## src/rtl/freq_meas_pkg.sv

```systemverilog
// Shared types and helpers for the frequency-measurement sequencer.
//   state_t   : sequencer state encoding (also exported on the debug port)
//   NUM_W     : width of the numerator x_cnt*FSTD (27-bit count x 27-bit FSTD)
//   cnt_width : number of bits needed to hold a given cycle count
package freq_meas_pkg;

  typedef enum logic [3:0] {
    IDLE,
    CLEAR,
    PRE,
    GATE,
    SETTLE,
    LATCH,
    WAIT_REL,
    MUL,
    DIV,
    DONE
  } state_t;

  localparam int NUM_W = 54;

  // Bits required to represent max_val (at least 1).
  function automatic int cnt_width(input int unsigned max_val);
    int w;
    w = 1;
    for (int i = 0; i < 32; i++) begin
      if ((max_val >> i) != 0) w = i + 1;
    end
    return w;
  endfunction

endpackage

```

## src/rtl/freq_meas_ctrl_if.sv

```systemverilog
// Link between the sequencer and the cross-domain counter block.
//   gate      : measurement gate (sequencer -> counters)
//   clr_req   : counter clear request
//   latch_req : request to freeze and present counts
//   latch_ack : acknowledge from the counter domain (asynchronous)
//   x_cnt     : test-clock edge count, stable while latch_ack is high
//   y_cnt     : reference-clock edge count, stable while latch_ack is high
// Handshake: 4-phase req/ack. latch_req rises; the counter side freezes the
// counts and raises latch_ack; the sequencer samples the counts and drops
// latch_req; the counter side drops latch_ack, completing the cycle.
interface freq_meas_ctrl_if #(
  parameter int CNT_W = 27
);
  logic             gate;
  logic             clr_req;
  logic             latch_req;
  logic             latch_ack;
  logic [CNT_W-1:0] x_cnt;
  logic [CNT_W-1:0] y_cnt;

  modport master (
    output gate, clr_req, latch_req,
    input  latch_ack, x_cnt, y_cnt
  );

  modport slave (
    input  gate, clr_req, latch_req,
    output latch_ack, x_cnt, y_cnt
  );
endinterface

```

## src/rtl/freq_meas_ctrl_seq_divider.sv

```systemverilog
// Restoring divider, one quotient bit per clock.
//   load : latch num/den and start (one cycle)
//   num  : N_W-bit dividend
//   den  : D_W-bit divisor (0 yields an all-ones quotient, never used)
//   quo  : low Q_W bits of the quotient, final while done is high
//   done : one-cycle pulse exactly N_W cycles after load
module seq_divider
  import freq_meas_pkg::*;
#(
  parameter int N_W = NUM_W,
  parameter int D_W = 27,
  parameter int Q_W = 50
) (
  input  logic           clk,
  input  logic           rst_n,
  input  logic           load,
  input  logic [N_W-1:0] num,
  input  logic [D_W-1:0] den,
  output logic [Q_W-1:0] quo,
  output logic           done
);
  localparam int BW = $clog2(N_W + 1);

  logic [N_W-1:0] q_q;
  logic [D_W:0]   rem_q;
  logic [D_W-1:0] den_q;
  logic [BW-1:0]  bits_q;
  logic           run_q;
  logic [D_W+1:0] part;
  logic [D_W+1:0] diff;
  logic           take;

  // Partial remainder stays below den, so part < 2^(D_W+1) and the sign
  // bit of the extended subtraction is a clean borrow flag.
  always_comb begin
    part = {rem_q, q_q[N_W-1]};
    diff = part - {2'b00, den_q};
    take = ~diff[D_W+1];
  end

  always_ff @(posedge clk or negedge rst_n) begin
    if (!rst_n) begin
      q_q    <= '0;
      rem_q  <= '0;
      den_q  <= '0;
      bits_q <= '0;
      run_q  <= 1'b0;
    end else if (load) begin
      q_q    <= num;
      rem_q  <= '0;
      den_q  <= den;
      bits_q <= BW'(N_W);
      run_q  <= 1'b1;
    end else if (run_q) begin
      if (bits_q != '0) begin
        q_q    <= {q_q[N_W-2:0], take};
        rem_q  <= take ? diff[D_W:0] : part[D_W:0];
        bits_q <= bits_q - BW'(1);
      end else begin
        run_q <= 1'b0;
      end
    end
  end

  assign done = run_q && (bits_q == '0);
  assign quo  = q_q[Q_W-1:0];
endmodule

```

## src/rtl/freq_meas_ctrl.sv

```systemverilog
// Measurement sequencer for the reciprocal frequency counter.
// Runs clear -> pre-delay -> gate -> settle -> latch handshake, then
// computes freq_data = x_cnt*FSTD/y_cnt with a bit-serial divider.
//   sys_clk, sys_rst_n : clock, asynchronous active-low reset
//   start, cont_mode   : one-shot trigger / automatic re-arm level
//   abort              : cancel the run in progress (wins over start)
//   cnt_bus            : gate/clear/latch handshake to the counter block
//   freq_data/valid    : last result and its one-cycle update strobe
//   busy, err_zero, err_timeout : status; err flags clear on each new run
//   dbg_state          : current sequencer state
module freq_meas_ctrl
  import freq_meas_pkg::*;
#(
  parameter int          CNT_W       = 27,
  parameter int          DATA_W      = 50,
  parameter int unsigned FSTD        = 100_000_000,
  parameter int unsigned PRE_CYC     = 12_500_000,
  parameter int unsigned GATE_CYC    = 50_000_000,
  parameter int unsigned SETTLE_CYC  = 16,
  parameter int unsigned CLR_CYC     = 8,
  parameter int unsigned ACK_TIMEOUT = 1024
) (
  input  logic                  sys_clk,
  input  logic                  sys_rst_n,
  input  logic                  start,
  input  logic                  cont_mode,
  input  logic                  abort,
  freq_meas_ctrl_if.master      cnt_bus,
  output logic [DATA_W-1:0]     freq_data,
  output logic                  freq_valid,
  output logic                  busy,
  output logic                  err_zero,
  output logic                  err_timeout,
  output state_t                dbg_state
);
  localparam int unsigned MAX_A   = (PRE_CYC > GATE_CYC) ? PRE_CYC : GATE_CYC;
  localparam int unsigned MAX_B   = (SETTLE_CYC > CLR_CYC) ? SETTLE_CYC : CLR_CYC;
  localparam int unsigned MAX_C   = (MAX_B > ACK_TIMEOUT) ? MAX_B : ACK_TIMEOUT;
  localparam int unsigned MAX_CYC = (MAX_A > MAX_C) ? MAX_A : MAX_C;
  localparam int          CW      = cnt_width(MAX_CYC);

  state_t             state_q, state_d;
  logic [CW-1:0]      cnt_q, reload;
  logic               cnt_zero;
  logic               ack_m, ack_s;
  logic               tmo_q;
  logic [CNT_W-1:0]   x_q, y_q;
  logic               gate_q, clr_q, latch_q;
  logic               ev_arm, ev_ack, ev_tmo, ev_zero;
  logic               div_load, div_done;
  logic [NUM_W-1:0]   num;
  logic [DATA_W-1:0]  div_quo;

  assign cnt_zero = (cnt_q == '0);
  assign num      = NUM_W'(x_q) * NUM_W'(FSTD);
  assign div_load = (state_q == WAIT_REL) && (state_d == MUL);

  // Next state and one-cycle events. Abort pre-empts everything outside IDLE.
  always_comb begin
    state_d = state_q;
    ev_arm  = 1'b0;
    ev_ack  = 1'b0;
    ev_tmo  = 1'b0;
    ev_zero = 1'b0;
    if (abort && (state_q != IDLE)) begin
      state_d = IDLE;
    end else begin
      case (state_q)
        IDLE:     if ((start || cont_mode) && !abort) begin
                    state_d = CLEAR;
                    ev_arm  = 1'b1;
                  end
        CLEAR:    if (cnt_zero) state_d = PRE;
        PRE:      if (cnt_zero) state_d = GATE;
        GATE:     if (cnt_zero) state_d = SETTLE;
        SETTLE:   if (cnt_zero) state_d = LATCH;
        LATCH:    if (ack_s) begin
                    state_d = WAIT_REL;
                    ev_ack  = 1'b1;
                  end else if (cnt_zero) begin
                    state_d = WAIT_REL;
                    ev_tmo  = 1'b1;
                  end
        WAIT_REL: if (!ack_s) state_d = tmo_q ? IDLE : MUL;
        MUL:      if (y_q == '0) begin
                    state_d = IDLE;
                    ev_zero = 1'b1;
                  end else begin
                    state_d = DIV;
                  end
        DIV:      if (div_done) state_d = DONE;
        DONE:     state_d = IDLE;
        default:  state_d = IDLE;
      endcase
    end
  end

  // Dwell counter preset for the state being entered; a state lasting N
  // cycles leaves when the counter has run down from N-1 to zero.
  always_comb begin
    reload = '0;
    case (state_d)
      CLEAR:   reload = CW'(CLR_CYC - 1);
      PRE:     reload = CW'(PRE_CYC - 1);
      GATE:    reload = CW'(GATE_CYC - 1);
      SETTLE:  reload = CW'(SETTLE_CYC - 1);
      LATCH:   reload = CW'(ACK_TIMEOUT - 1);
      default: reload = '0;
    endcase
  end

  always_ff @(posedge sys_clk or negedge sys_rst_n) begin
    if (!sys_rst_n) begin
      ack_m       <= 1'b0;
      ack_s       <= 1'b0;
      state_q     <= IDLE;
      cnt_q       <= '0;
      tmo_q       <= 1'b0;
      x_q         <= '0;
      y_q         <= '0;
      gate_q      <= 1'b0;
      clr_q       <= 1'b0;
      latch_q     <= 1'b0;
      busy        <= 1'b0;
      freq_valid  <= 1'b0;
      freq_data   <= '0;
      err_zero    <= 1'b0;
      err_timeout <= 1'b0;
    end else begin
      ack_m   <= cnt_bus.latch_ack;
      ack_s   <= ack_m;
      state_q <= state_d;
      if (state_d != state_q)   cnt_q <= reload;
      else if (!cnt_zero)       cnt_q <= cnt_q - CW'(1);

      // Outputs decoded from the next state so they switch on the same
      // edge as the state register and come straight out of flops.
      gate_q     <= (state_d == GATE);
      clr_q      <= (state_d == CLEAR);
      latch_q    <= (state_d == LATCH);
      busy       <= (state_d != IDLE);
      freq_valid <= (state_d == DONE);
      if (state_d == DONE) freq_data <= div_quo;

      if (ev_arm) begin
        err_zero    <= 1'b0;
        err_timeout <= 1'b0;
      end
      if (ev_ack) begin
        x_q   <= cnt_bus.x_cnt;
        y_q   <= cnt_bus.y_cnt;
        tmo_q <= 1'b0;
      end
      if (ev_tmo) begin
        tmo_q       <= 1'b1;
        err_timeout <= 1'b1;
      end
      if (ev_zero) err_zero <= 1'b1;
    end
  end

  // Loaded on entry to MUL so the quotient is final after NUM_W DIV cycles.
  seq_divider #(
    .N_W (NUM_W),
    .D_W (CNT_W),
    .Q_W (DATA_W)
  ) u_div (
    .clk   (sys_clk),
    .rst_n (sys_rst_n),
    .load  (div_load),
    .num   (num),
    .den   (y_q),
    .quo   (div_quo),
    .done  (div_done)
  );

  assign cnt_bus.gate      = gate_q;
  assign cnt_bus.clr_req   = clr_q;
  assign cnt_bus.latch_req = latch_q;
  assign dbg_state         = state_q;
endmodule

```

## src/flat_wrapper.sv

```systemverilog
// flat-port wrapper written by rule: the top's interface ports become plain ports
module freq_meas_ctrl_flat import freq_meas_pkg::*;
#(
  parameter int          CNT_W       = 27,
  parameter int          DATA_W      = 50,
  parameter int unsigned FSTD        = 100_000_000,
  parameter int unsigned PRE_CYC     = 12_500_000,
  parameter int unsigned GATE_CYC    = 50_000_000,
  parameter int unsigned SETTLE_CYC  = 16,
  parameter int unsigned CLR_CYC     = 8,
  parameter int unsigned ACK_TIMEOUT = 1024
)
  (sys_clk, sys_rst_n, start, cont_mode, abort, freq_data, freq_valid, busy, err_zero, err_timeout, dbg_state, cnt_bus_gate, cnt_bus_clr_req, cnt_bus_latch_req, cnt_bus_latch_ack, cnt_bus_x_cnt, cnt_bus_y_cnt);
  freq_meas_ctrl_if #(.CNT_W(CNT_W)) cnt_bus_i ();
  input  logic sys_clk;
  input  logic sys_rst_n;
  input  logic start;
  input  logic cont_mode;
  input  logic abort;
  output logic [DATA_W-1:0] freq_data;
  output logic freq_valid;
  output logic busy;
  output logic err_zero;
  output logic err_timeout;
  output state_t dbg_state;
  output wire logic [$bits(cnt_bus_i.gate)-1:0] cnt_bus_gate;
  output wire logic [$bits(cnt_bus_i.clr_req)-1:0] cnt_bus_clr_req;
  output wire logic [$bits(cnt_bus_i.latch_req)-1:0] cnt_bus_latch_req;
  input wire logic [$bits(cnt_bus_i.latch_ack)-1:0] cnt_bus_latch_ack;
  input wire logic [$bits(cnt_bus_i.x_cnt)-1:0] cnt_bus_x_cnt;
  input wire logic [$bits(cnt_bus_i.y_cnt)-1:0] cnt_bus_y_cnt;
  assign cnt_bus_gate = cnt_bus_i.gate;
  assign cnt_bus_clr_req = cnt_bus_i.clr_req;
  assign cnt_bus_latch_req = cnt_bus_i.latch_req;
  assign cnt_bus_i.latch_ack = cnt_bus_latch_ack;
  assign cnt_bus_i.x_cnt = cnt_bus_x_cnt;
  assign cnt_bus_i.y_cnt = cnt_bus_y_cnt;
  freq_meas_ctrl #(.CNT_W(CNT_W), .DATA_W(DATA_W), .FSTD(FSTD), .PRE_CYC(PRE_CYC), .GATE_CYC(GATE_CYC), .SETTLE_CYC(SETTLE_CYC), .CLR_CYC(CLR_CYC), .ACK_TIMEOUT(ACK_TIMEOUT)) u_core (.sys_clk(sys_clk), .sys_rst_n(sys_rst_n), .start(start), .cont_mode(cont_mode), .abort(abort), .cnt_bus(cnt_bus_i), .freq_data(freq_data), .freq_valid(freq_valid), .busy(busy), .err_zero(err_zero), .err_timeout(err_timeout), .dbg_state(dbg_state));
endmodule
```

## config.mk

```make
export PLATFORM = sky130hd
export DESIGN_NAME = freq_meas_ctrl_flat
export DESIGN_NICKNAME = d
export VERILOG_FILES = /design/src/rtl/freq_meas_pkg.sv /design/src/rtl/freq_meas_ctrl_if.sv /design/src/rtl/freq_meas_ctrl_seq_divider.sv /design/src/rtl/freq_meas_ctrl.sv /design/src/flat_wrapper.sv
export SDC_FILE = /design/constraint.sdc
export NUM_CORES = 1
export LEC_CHECK = 0
export ABC_AREA = 1
export CORE_MARGIN = 2
export CORE_UTILIZATION = 60
export CTS_CLUSTER_SIZE = 28
export DETAILED_ROUTE_END_ITERATION = 16
export PLACE_DENSITY = 0.9
export SLEW_MARGIN = 20
export SYNTH_ARGS = -nofsm -noshare
export SYNTH_HDL_FRONTEND = slang
export SYNTH_SLANG_ARGS = --single-unit
```

## constraint.sdc

```tcl
create_clock -name sys_clk -period 14.7 [get_ports sys_clk]
set_input_delay 4.41 -clock sys_clk [delete_from_list [all_inputs] [get_ports sys_clk]]
set_output_delay 4.41 -clock sys_clk [all_outputs]
set_load 0.01 [all_outputs]
```

==> results of run 1 <==
[kinds of logic after synthesis]
group / count (synthesis) / share of synthesized area
flip-flops: 260 / 0.278
AO/OA/AOI/OAI: 430 / 0.102
buffers and inverters: 625 / 0.107
adder cells (fa/ha/maj): 451 / 0.315
XOR/XNOR: 86 / 0.0322
AND/OR/NAND/NOR: 937 / 0.166
[worst reg2reg max path, cell delays in order (launching register included)]
cell and delay, ns:
dfrtp_1 0.55, inv_1 0.26, fa_1 0.58, inv_1 0.06, fa_1 0.48, fa_1 0.52, fa_1 0.55, fa_1 0.58
inv_1 0.07, fa_1 0.53, inv_1 0.04, ha_1 0.40, nand2_1 0.14, nor2_1 0.21, inv_1 0.11, nor4_1 0.50
nand4_1 0.16, nand3_1 0.17, xor2_1 0.09, o21ai_0 0.17, nand2_1 0.09
[worst min path at each step]
stage,start,end,slack (ns),cells past startpoint
6_report,u_core.ack_m,u_core.ack_s,0.38,0
5_1_grt,u_core.ack_m,u_core.ack_s,0.40,0
4_1_cts,u_core.ack_m,u_core.ack_s,0.39,0
3_5_place_dp,u_core.ack_m,u_core.ack_s,0.36,0
3_3_place_gp,u_core.ack_m,u_core.ack_s,0.33,0
2_1_floorplan,u_core.ack_m,u_core.ack_s,0.33,0
[layout by cell type (no fill, tap or decap), drive strengths merged, types with 8 or more instances in the layout]
master           n
a31oi           16
nand3           82
o21ai          226
a21o            21
nand4           20
fa             229
o211ai          23
dfrtp          260
nand2          620
o21bai          13
nor3            24
xor2            53
nor4             8
clkbuf          41
ha             222
nor2           178
xnor2           33
a21oi          109
clkdlybuf4s50  119
buf              8
o22ai            9
inv            568
[flip-flops by register name, indices dropped and copies added (netlist names), 4 cells and up]
register	flops
u_core.y_q	27
u_core.freq_data	50
u_core.u_div.q_q	54
u_core.x_q	27
u_core.cnt_q	26
u_core.dbg_state	4
u_core.u_div.den_q	27
u_core.u_div.bits_q	6
u_core.u_div.rem_q	28
[Yosys cell counts (2+ instances only)]
cell,instances,area share
nand4_1,20,0.0053
nor3_1,20,0.0043
nor3_2,4,0.0017
buf_4,2,0.00064
a21boi_0,3,0.00096
nor4_1,8,0.0021
nand3_1,81,0.017
fa_1,229,0.20
dfrtp_1,260,0.28
o21ai_1,28,0.0060
nand2_2,11,0.0029
and3_1,2,0.00053
inv_2,7,0.0011
clkbuf_1,16,0.0026
nor2_1,166,0.027
nor2_4,4,0.0019
o21a_1,4,0.0013
buf_2,25,0.0053
xnor2_1,33,0.012
a21oi_1,108,0.023
o221ai_1,4,0.0015
o211ai_1,20,0.0064
o21ai_0,198,0.042
xor2_1,53,0.020
o22ai_1,9,0.0024
ha_1,222,0.12
clkbuf_2,2,0.00043
o21bai_1,13,0.0042
nor2_2,7,0.0019
nand3b_1,2,0.00064
a21o_1,21,0.0067
o211ai_2,3,0.0016
nand2_4,3,0.0014
inv_1,557,0.089
nand2_1,605,0.097
buf_6,14,0.0067
a31oi_1,16,0.0043
[metrics by stage]
| step | instances | worst slack, ns | hold WS, ns | utilization |
|---|---|---|---|---|
| after floorplan | 2789 | 8.85 | 0.331 | - |
| after global placement | 3374 | 7.54 | 0.333 | 0.647 |
| after detailed placement | 3374 | 7.44 | 0.365 | 0.647 |
| after CTS | 3429 | 8.06 | 0.387 | 0.675 |
| after global routing | 3430 | 7.80 | 0.398 | 0.676 |
| final | 3430 | 8.02 | 0.385 | 0.676 |
[area by class of cell]
type | instances | area (µm²)
inverter | 566 | 2130
clock inverter | 14 | 225
fill | 3108 | 12500
clock buffer | 41 | 882
timing repair buffer | 127 | 1280
multi-input combinational | 1904 | 14400
sequential | 260 | 6510
tap | 518 | 648
[routing by layer]
metal / vias up / global-route usage / share of wire
met2: 558 / 0.550 / 0.50
met5: - / 0 / 0
met3: 164 / 0.0381 / 0.049
met4: 0 / 0.129 / 0.048
li1: 8911 / - / -
met1: 9252 / 0.385 / 0.40
==> run summary, run 1 <==
=================================================================================
Number of max-slew violations in the final report                               0
Clk sinks                                                                     260
Critical path depth                                                            12
Initial antenna violation count                                                 0
Chip Height                                                                201 µm
Data required time at the worst endpoint                                 15.19 ns
Antenna diodes                                                                  0
Post-synthesis average cell area                                         8.39 µm²
Worst Reg-to-Reg Cells                                                         20
Fraction of final layout cells with drive strength greater than 1          0.0367
Flip-flop and latch count after synthesis                                     260
Placement Cell Area                                                    24,900 µm²
Detailed-route vias per instance                                             5.51
Worst Setup Path Type                                                primary input to flip-flop
DRC                                                                             0
Setup repair after global routing missed its margin                            no
Area grow syn2layout                                                        11.5%
Post-route standard cell area excluding fillers                        26,100 µm²
Arrival time of the worst setup path                                      7.17 ns
Buffer and inverter count on the worst path                                     4
Clock slew seen by the registers of the worst setup and hold paths        0.06 ns
Ordered list of cells on the worst path                              clkdlybuf4s50_1 -> nor3_2 -> o21bai_1 -> a21oi_1 -> nand2_2 -> nand2_2 -> inv_2 -> nand2_4 -> buf_4 -> inv_2 -> a21oi_1 -> o21ai_0
Type of the tightest min-delay check                                 flip-flop to flip-flop
R2R setup slack                                                           8.34 ns
Wire length of the first global-routing pass                               101 mm
RePlAce Congestion                                                          0.939
TNS Setup                                                                    0 ns
Die Span X                                                                 201 µm
Initial standard-cell utilization of the core                               0.607
TritonCTS Buffers                                                              30
Count of buffers from port buffering                                          120
Number of nets in the synthesized netlist                                   3,300
Maximum number of pins on one net before global-route repair                  110
Distinct cells, synth                                                          46
Placed wire-length estimate                                               48.6 mm
Root Buffer Master                                                      clkbuf_16
Placeable core area                                                    38,600 µm²
Final setup fails                                                               0
Reg-to-reg startpoint                                                u_core.x_q[13]
Final clock period utilization by the worst path                            0.454
Net total in the final layout                                               3,400
H-tree Lvls                                                                     1
Total global routing track utilization                                      0.310
Post-cts repair resize count                                                    0
Overflow left after global routing                                              0
Top fanout value on the critical path                                          99
Number of failing hold endpoints at the final stage                             0
Clock latency reported for the late side of the worst-skew pair           0.60 ns
Setup crit end                                                       u_core.u_div.q_q[37]
Maximum count of clock buffers along a single path                              3
Highest Clock Rate                                                        150 MHz
Antenna violation net count after detailed routing                              0
Post-synth EDFFs                                                                0
Number of global-route vias before repair                                  20,222
Total wire length                                                         60.8 mm
CTS tree                                                                      yes
Vias post-DR                                                               18,885
Kind of end point of the critical path                                  flip-flop
Dominant synthesized flop cell                                            dfrtp_1
Cell type group with the largest total delay on the critical path    buffers and inverters
Worst setup SP type                                                  primary input
Largest stage delay on the critical path                                  0.74 ns
Num ports                                                                     121
Shortest clock period the worst path allows after layout                  6.68 ns
Row Count                                                                      72
Tightest Pin Transition                                                  0.968 ns
Ys async rst share                                                           1.00
Count of warnings emitted by yosys                                              0
Max-Slew Margin vs Limit                                                    0.354
Mapped Area                                                            23,400 µm²
Die Footprint                                                          40,600 µm²
Setup Buffers After CTS                                                         0
Cell count after synthesis                                                  2,789
Outcome                                                              finished, final reports clean
Startpoint of the most critical setup path                                  abort
Endpoint of the most critical register-to-register path              u_core.u_div.q_q[51]
Number of iterations in the first detailed-routing pass                         7
Post-Route Skew                                                         0.0203 ns
Drt wl/cell                                                               17.7 µm
Slowest cell on the critical path                                           buf_4
Sequential cell area fraction in the yosys report                           0.278
Post-CTS Hold Fix Bufs                                                          0
Initial DRC count                                                           1,181
Max-cap violations                                                              0
=================================================================================
Power of run 1 is not shown: default switching activity piles up to over one toggle a cycle in this logic, so the estimate is an artifact.
==> run 2: changes to the inputs <==
--- a/config.mk
+++ b/config.mk
@@ -7,10 +7,10 @@
 export LEC_CHECK = 0
 export ABC_AREA = 1
 export CORE_MARGIN = 2
-export CORE_UTILIZATION = 60
+export CORE_UTILIZATION = 56
 export CTS_CLUSTER_SIZE = 28
 export DETAILED_ROUTE_END_ITERATION = 16
-export PLACE_DENSITY = 0.9
+export PLACE_DENSITY = 0.88
 export SLEW_MARGIN = 20
 export SYNTH_ARGS = -nofsm -noshare
 export SYNTH_HDL_FRONTEND = slang
==> constraint.sdc (replaced) <==
create_clock -name sys_clk -period 6.1 [get_ports sys_clk]
set_input_delay 1.83 -clock sys_clk [delete_from_list [all_inputs] [get_ports sys_clk]]
set_output_delay 1.83 -clock sys_clk [all_outputs]
set_load 0.01 [all_outputs]
==> run summary, run 2 (synthesis gave the netlist of run 1 again) <==
=================================================================================
Largest stage delay on the critical path                                  0.56 ns   -0.18 ns
Critical hold path startpoint                                        u_core.ack_m
Area grow syn2layout                                                        11.9%
Worst Reg-to-Reg Cells                                                         20   unchanged
Data required time at the worst endpoint                                  6.58 ns   -8.61 ns
Max-Slew Margin vs Limit                                                    0.291   -0.0630
Number of iterations in the first detailed-routing pass                         5   -2
CTS tree                                                                      yes
H-tree Lvls                                                                     1   unchanged
Initial DRC count                                                           1,740   +47%
Hold endpoint                                                        u_core.ack_s
Detailed-route vias per instance                                             5.49   -0.30%
Tightest Pin Transition                                                   1.06 ns   +0.0959 ns
Clock latency reported for the late side of the worst-skew pair           0.59 ns   about the same
Placed wire-length estimate                                               51.9 mm   +6.7%
Net total in the final layout                                               3,419   +0.56%
Top fanout value on the critical path                                           6   -94%
Die Footprint                                                          43,400 µm²   +7.0%
Arrival time of the worst setup path                                      6.34 ns   -0.83 ns
Flip-flop count of the largest register after layout                           54   unchanged
Maximum count of clock buffers along a single path                              3   unchanged
Worst setup SP type                                                     flip-flop
Max-cap violations                                                              0   unchanged
Die Span X                                                                 208 µm   +3.4%
Type of the tightest min-delay check                                 flip-flop to flip-flop
Number of global-route vias before repair                                  19,822   -2.0%
Most common library cell in the layout ignoring fill and taps             nand2_1
Fraction of final layout cells with drive strength greater than 1          0.0485   +0.0117
Final clock period utilization by the worst path                            0.962
Row Count                                                                      74   +2.8%
Number of max-slew violations in the final report                               0   unchanged
Clk sinks                                                                     260   unchanged
Drt wl/cell                                                               18.8 µm   +5.8%
Fin cells                                                                   3,462   +0.93%
RePlAce Congestion                                                           1.01   +7.0%
Worst Hold Depth                                                                0   unchanged
Reg-to-reg startpoint                                                u_core.x_q[17]
Vias post-DR                                                               19,004   +0.63%
Fill count                                                                  3,442   +11%
Outcome                                                              finished, final reports clean
Post-layout worst setup margin                                           0.232 ns   -7.79 ns
Placeable core area                                                    41,000 µm²   +6.4%
Initial standard-cell utilization of the core                               0.570   -0.0364
Post-placement cell count                                                   3,405   +0.92%
Post-Route Skew                                                         0.0161 ns   -0.00425 ns
Number of failing hold endpoints at the final stage                             0   unchanged
Final setup fails                                                               0   unchanged
Initial antenna violation count                                                 0   unchanged
Antenna diodes                                                                  0   unchanged
Total global routing track utilization                                      0.307   -0.00305
Kind of end point of the critical path                                  flip-flop
Ordered list of cells on the worst path                              inv_1 -> fa_1 -> inv_1 -> fa_1 -> fa_1 -> fa_1 -> fa_1 -> inv_1 -> fa_1 -> inv_1 -> ha_1 -> inv_1 -> o21bai_1 -> a31oi_1 -> o21ai_0 -> a21oi_1 -> nand3_1 -> xor2_1 -> o21ai_0 -> nand2_1
Cell type with the highest occurrence count on the critical path             fa_1
DRC                                                                             0   unchanged
Startpoint of the most critical setup path                           u_core.x_q[17]
R2R setup slack                                                           0.23 ns   -8.11 ns
Final core occ                                                              0.638   -0.0383
Count of buffers from port buffering                                          120   unchanged
Antenna violation net count after detailed routing                              0   unchanged
Registers with the highest flip-flop counts                          u_core.u_div.q_q: 54 flops, u_core.freq_data: 50 flops, u_core.u_div.rem_q: 28 flops
Highest Clock Rate                                                        170 MHz
Maximum number of pins on one net before global-route repair                  109   -0.91%
Slowest cell on the critical path                                            fa_1
TritonCTS Buffers                                                              29   -3.3%
Chip Height                                                                208 µm   +3.4%
Shortest clock period the worst path allows after layout                  5.87 ns
Largest register by flop count                                       u_core.u_div.q_q
Endpoint of the most critical register-to-register path              u_core.u_div.q_q[51]
Total wire length                                                         65.0 mm   +6.8%
Overflow left after global routing                                              0   unchanged
Clock slew seen by the registers of the worst setup and hold paths        0.06 ns   about the same
Commonest cells after routing, fill and taps aside                   nand2_1, inv_1, dfrtp_1
Worst Setup Path Type                                                flip-flop to flip-flop
Wire length of the first global-routing pass                               106 mm   +4.7%
DP Worst Slack                                                         -0.0451 ns   -7.49 ns
Root Buffer Master                                                      clkbuf_16
Num ports                                                                     121   unchanged
=================================================================================
[run 2: layout make-up]
cell class | count | area [µm²] | area share
Tap cell | 532 | 666 | 0.0254
Clock inverter | 11 | 114 | 0.00435
Sequential cell | 260 | 6520 | 0.249
Clock buffer | 42 | 855 | 0.0327
Inverter | 566 | 2130 | 0.0815
Multi-Input combinational cell | 1904 | 14500 | 0.553
Timing Repair Buffer | 147 | 1420 | 0.0543
[run 2: worst max path at each step]
stage / depth (start not counted) / to
after floorplan: 22 / u_core.u_div.q_q[52]
after global routing: 23 / u_core.u_div.q_q[49]
after detailed placement: 22 / u_core.u_div.q_q[52]
after CTS: 20 / u_core.u_div.q_q[51]
after global placement: 22 / u_core.u_div.q_q[52]
final: 20 / u_core.u_div.q_q[51]
[run 2: repair_timing]
item	CTS	global route
hold buffers	0	0
setup endpoints to repair	1	14
buffers inserted	0	4
cloned	0	0
gates resized for setup	1	22
[run 2: critical path: cells and delay by family, from the launching register on]
family                   cells  cell delay, ns
XOR/XNOR                     1            0.20
buffers and inverters        5            0.45
AO/OA/AOI/OAI                5            0.89
AND/OR/NAND/NOR              2            0.26
adder cells (fa/ha/maj)      7            3.52
flip-flops                   1            0.44
[run 2: layer usage]
layer,share of wire,GRT usage,up-vias
li1,-,-,8934
met1,0.44,0.426,9284
met2,0.47,0.510,676
met3,0.065,0.0394,110
met4,0.028,0.0866,0
met5,0,0,-
[run 2: metrics by stage]
stage	setup TNS (ns)	cell area, µm²	hold WS (ns)
2_1_floorplan	0	23400	0.331
3_3_place_gp	-0.0799	25100	0.372
3_5_place_dp	-0.0451	25100	0.377
4_1_cts	0	26100	0.398
5_1_grt	-0.0445	26200	0.414
6_report	0	26200	0.405
Power of run 2 is left out for the same reason.
==> run 3: changes to the inputs <==
--- a/config.mk
+++ b/config.mk
@@ -11,7 +11,6 @@
 export CTS_CLUSTER_SIZE = 28
 export DETAILED_ROUTE_END_ITERATION = 16
 export PLACE_DENSITY = 0.88
-export SLEW_MARGIN = 20
 export SYNTH_ARGS = -nofsm -noshare
 export SYNTH_HDL_FRONTEND = slang
 export SYNTH_SLANG_ARGS = --single-unit
==> run summary, run 3 (synthesis gave the netlist of run 1 again) <==
=================================================================================
Outcome                                                              finished, final reports clean
Type of the tightest min-delay check                                 flip-flop to flip-flop
Num ports                                                                     121   unchanged
Placed wire-length estimate                                               51.9 mm   unchanged
DRC                                                                             0   unchanged
Final clock period utilization by the worst path                            0.964   +0.00221
Fraction of final layout cells with drive strength greater than 1          0.0481   -0.000341
Total wire length                                                         65.0 mm   about the same
Maximum number of pins on one net before global-route repair                  109   unchanged
TNS Setup                                                                    0 ns   unchanged
Vias post-DR                                                               19,020   +0.084%
Fill count                                                                  3,442   unchanged
Slowest cell on the critical path                                            fa_1
Highest Clock Rate                                                        170 MHz   -0.23%
Buffer and inverter count on the worst path                                     5   unchanged
Row Count                                                                      74   unchanged
Final core occ                                                              0.638   about the same
Sequential cell area in the final layout                                 6520 µm²   unchanged
RePlAce Congestion                                                           1.01   unchanged
Placement Cell Area                                                    25,100 µm²   unchanged
CTS tree                                                                      yes
Post-route standard cell area excluding fillers                        26,200 µm²   about the same
Arrival time of the worst setup path                                      6.33 ns   about the same
H-tree Lvls                                                                     1   unchanged
Net total in the final layout                                               3,419   unchanged
Drt wl/cell                                                               18.8 µm   about the same
Largest register by flop count                                       u_core.u_div.q_q
Post-Route Skew                                                         0.0156 ns   -0.000503 ns
Count of buffers from port buffering                                          120   unchanged
Total global routing track utilization                                      0.307   unchanged
Initial DRC count                                                           1,746   +0.34%
Chip Height                                                                208 µm   unchanged
Cell type with the highest occurrence count on the critical path             fa_1
Worst Setup Path Type                                                flip-flop to flip-flop
Placeable core area                                                    41,000 µm²   unchanged
Flip-flop count of the largest register after layout                           54   unchanged
Antenna violation net count after detailed routing                              0   unchanged
Shortest clock period the worst path allows after layout                  5.88 ns   +0.0135 ns
Max-Slew Margin vs Limit                                                    0.241   -0.0498
Data required time at the worst endpoint                                  6.55 ns   -0.03 ns
Multi-input gate area in the final layout                              14,500 µm²   about the same
Die Footprint                                                          43,400 µm²   unchanged
Root Buffer Master                                                      clkbuf_16
Most common library cell in the layout ignoring fill and taps             nand2_1
Clk sinks                                                                     260   unchanged
Kind of end point of the critical path                                  flip-flop
Cell type group with the largest total delay on the critical path     adder cells
Max-cap violations                                                              0   unchanged
Number of max-slew violations in the final report                               0   unchanged
Number of iterations in the first detailed-routing pass                         6   +1
Wire length of the first global-routing pass                               106 mm   unchanged
Ordered list of cells on the worst path                              inv_1 -> fa_1 -> inv_1 -> fa_1 -> fa_1 -> fa_1 -> fa_1 -> inv_1 -> fa_1 -> inv_1 -> ha_1 -> inv_1 -> o21bai_1 -> a31oi_1 -> o21ai_0 -> a21oi_1 -> nand2_1 -> o21ai_0 -> nand3_1
Maximum count of clock buffers along a single path                              3   unchanged
Number of failing hold endpoints at the final stage                             0   unchanged
Area grow syn2layout                                                        11.8%   about the same
Die Span X                                                                 208 µm   unchanged
Tightest Pin Transition                                                   1.14 ns   +0.0719 ns
Antenna diodes                                                                  0   unchanged
Registers with the highest flip-flop counts                          u_core.u_div.q_q: 54 flops, u_core.freq_data: 50 flops, u_core.u_div.rem_q: 28 flops
Initial standard-cell utilization of the core                               0.570   unchanged
TritonCTS Buffers                                                              29   unchanged
Final setup fails                                                               0   unchanged
Clock latency reported for the late side of the worst-skew pair           0.59 ns   about the same
Detailed-route vias per instance                                             5.49   about the same
Commonest cells after routing, fill and taps aside                   nand2_1, inv_1, dfrtp_1
Largest stage delay on the critical path                                  0.56 ns   about the same
Overflow left after global routing                                              0   unchanged
Number of global-route vias before repair                                  19,822   unchanged
Worst setup SP type                                                     flip-flop
Top fanout value on the critical path                                           6   unchanged
Clock slew seen by the registers of the worst setup and hold paths        0.06 ns   about the same
Initial antenna violation count                                                 0   unchanged
=================================================================================
==> run 3: changes by cell type in the layout (fill, tap and decap cells not counted), sizes merged <==
cell / before / now
clkinv: 8 / 7
inv: 564 / 565
==> run 3: path summary, 6_finish.rpt <==
| path | slack [ns] | cells past startpoint | endpoint | from |
|---|---|---|---|---|
| worst max-delay path | 0.22 | 19 | u_core.u_div.q_q[47] | u_core.x_q[17] |
| worst min-delay path | 0.40 | 0 | u_core.ack_s | u_core.ack_m |
| worst max register to register | 0.22 | 19 | u_core.u_div.q_q[47] | u_core.x_q[17] |
| worst min register to register | 0.40 | 0 | u_core.ack_s | u_core.ack_m |
| max in group asynchronous | 3.54 | 2 | u_core.dbg_state[3] | sys_rst_n |
| min in group asynchronous | 1.33 | 1 | u_core.freq_data[8] | sys_rst_n |
==> run 3: per-stage QoR <==
| step | hold slack [ns] | worst slack (ns) | cells |
|---|---|---|---|
| floorplan | 0.331 | 0.804 | 2789 |
| global placement | 0.372 | -0.0799 | 3405 |
| detailed placement | 0.377 | -0.0451 | 3405 |
| CTS | 0.398 | 0.0145 | 3458 |
| global route | 0.414 | -0.0445 | 3462 |
| finish | 0.403 | 0.218 | 3462 |
==> run 3: what timing repair did <==
action | CTS | global route
hold buffers | 0 | 0
hold endpoints to repair | 0 | 0
resized for setup | 1 | 22
setup endpoints to repair | 1 | 14
pin swaps | 0 | 0
setup buffers | 0 | 4
==> run 3: cell type report <==
| cell class | instances | area share |
|---|---|---|
| Clock inverter | 11 | 0.00435 |
| Inverter | 566 | 0.0814 |
| Clock buffer | 42 | 0.0327 |
| Multi-Input combinational cell | 1904 | 0.553 |
| Timing Repair Buffer | 147 | 0.0543 |
| Tap cell | 532 | 0.0254 |
| Sequential cell | 260 | 0.249 |
==> run 3: worst register-to-register path, delay by kind of cell (launching register included) <==
kind / cells / cell delay, ns
adder cells (fa/ha/maj): 7 / 3.52
buffers and inverters: 5 / 0.45
AO/OA/AOI/OAI: 5 / 1.10
AND/OR/NAND/NOR: 2 / 0.24
flip-flops: 1 / 0.44
==> run 3: metal layers <==
layer	up-vias	part of all wire	track usage
met2	657	0.47	0.510
met3	110	0.062	0.0394
li1	8933	-	-
met4	0	0.029	0.0866
met5	-	0	0
met1	9320	0.44	0.426
Power of run 3 is left out for the same reason.
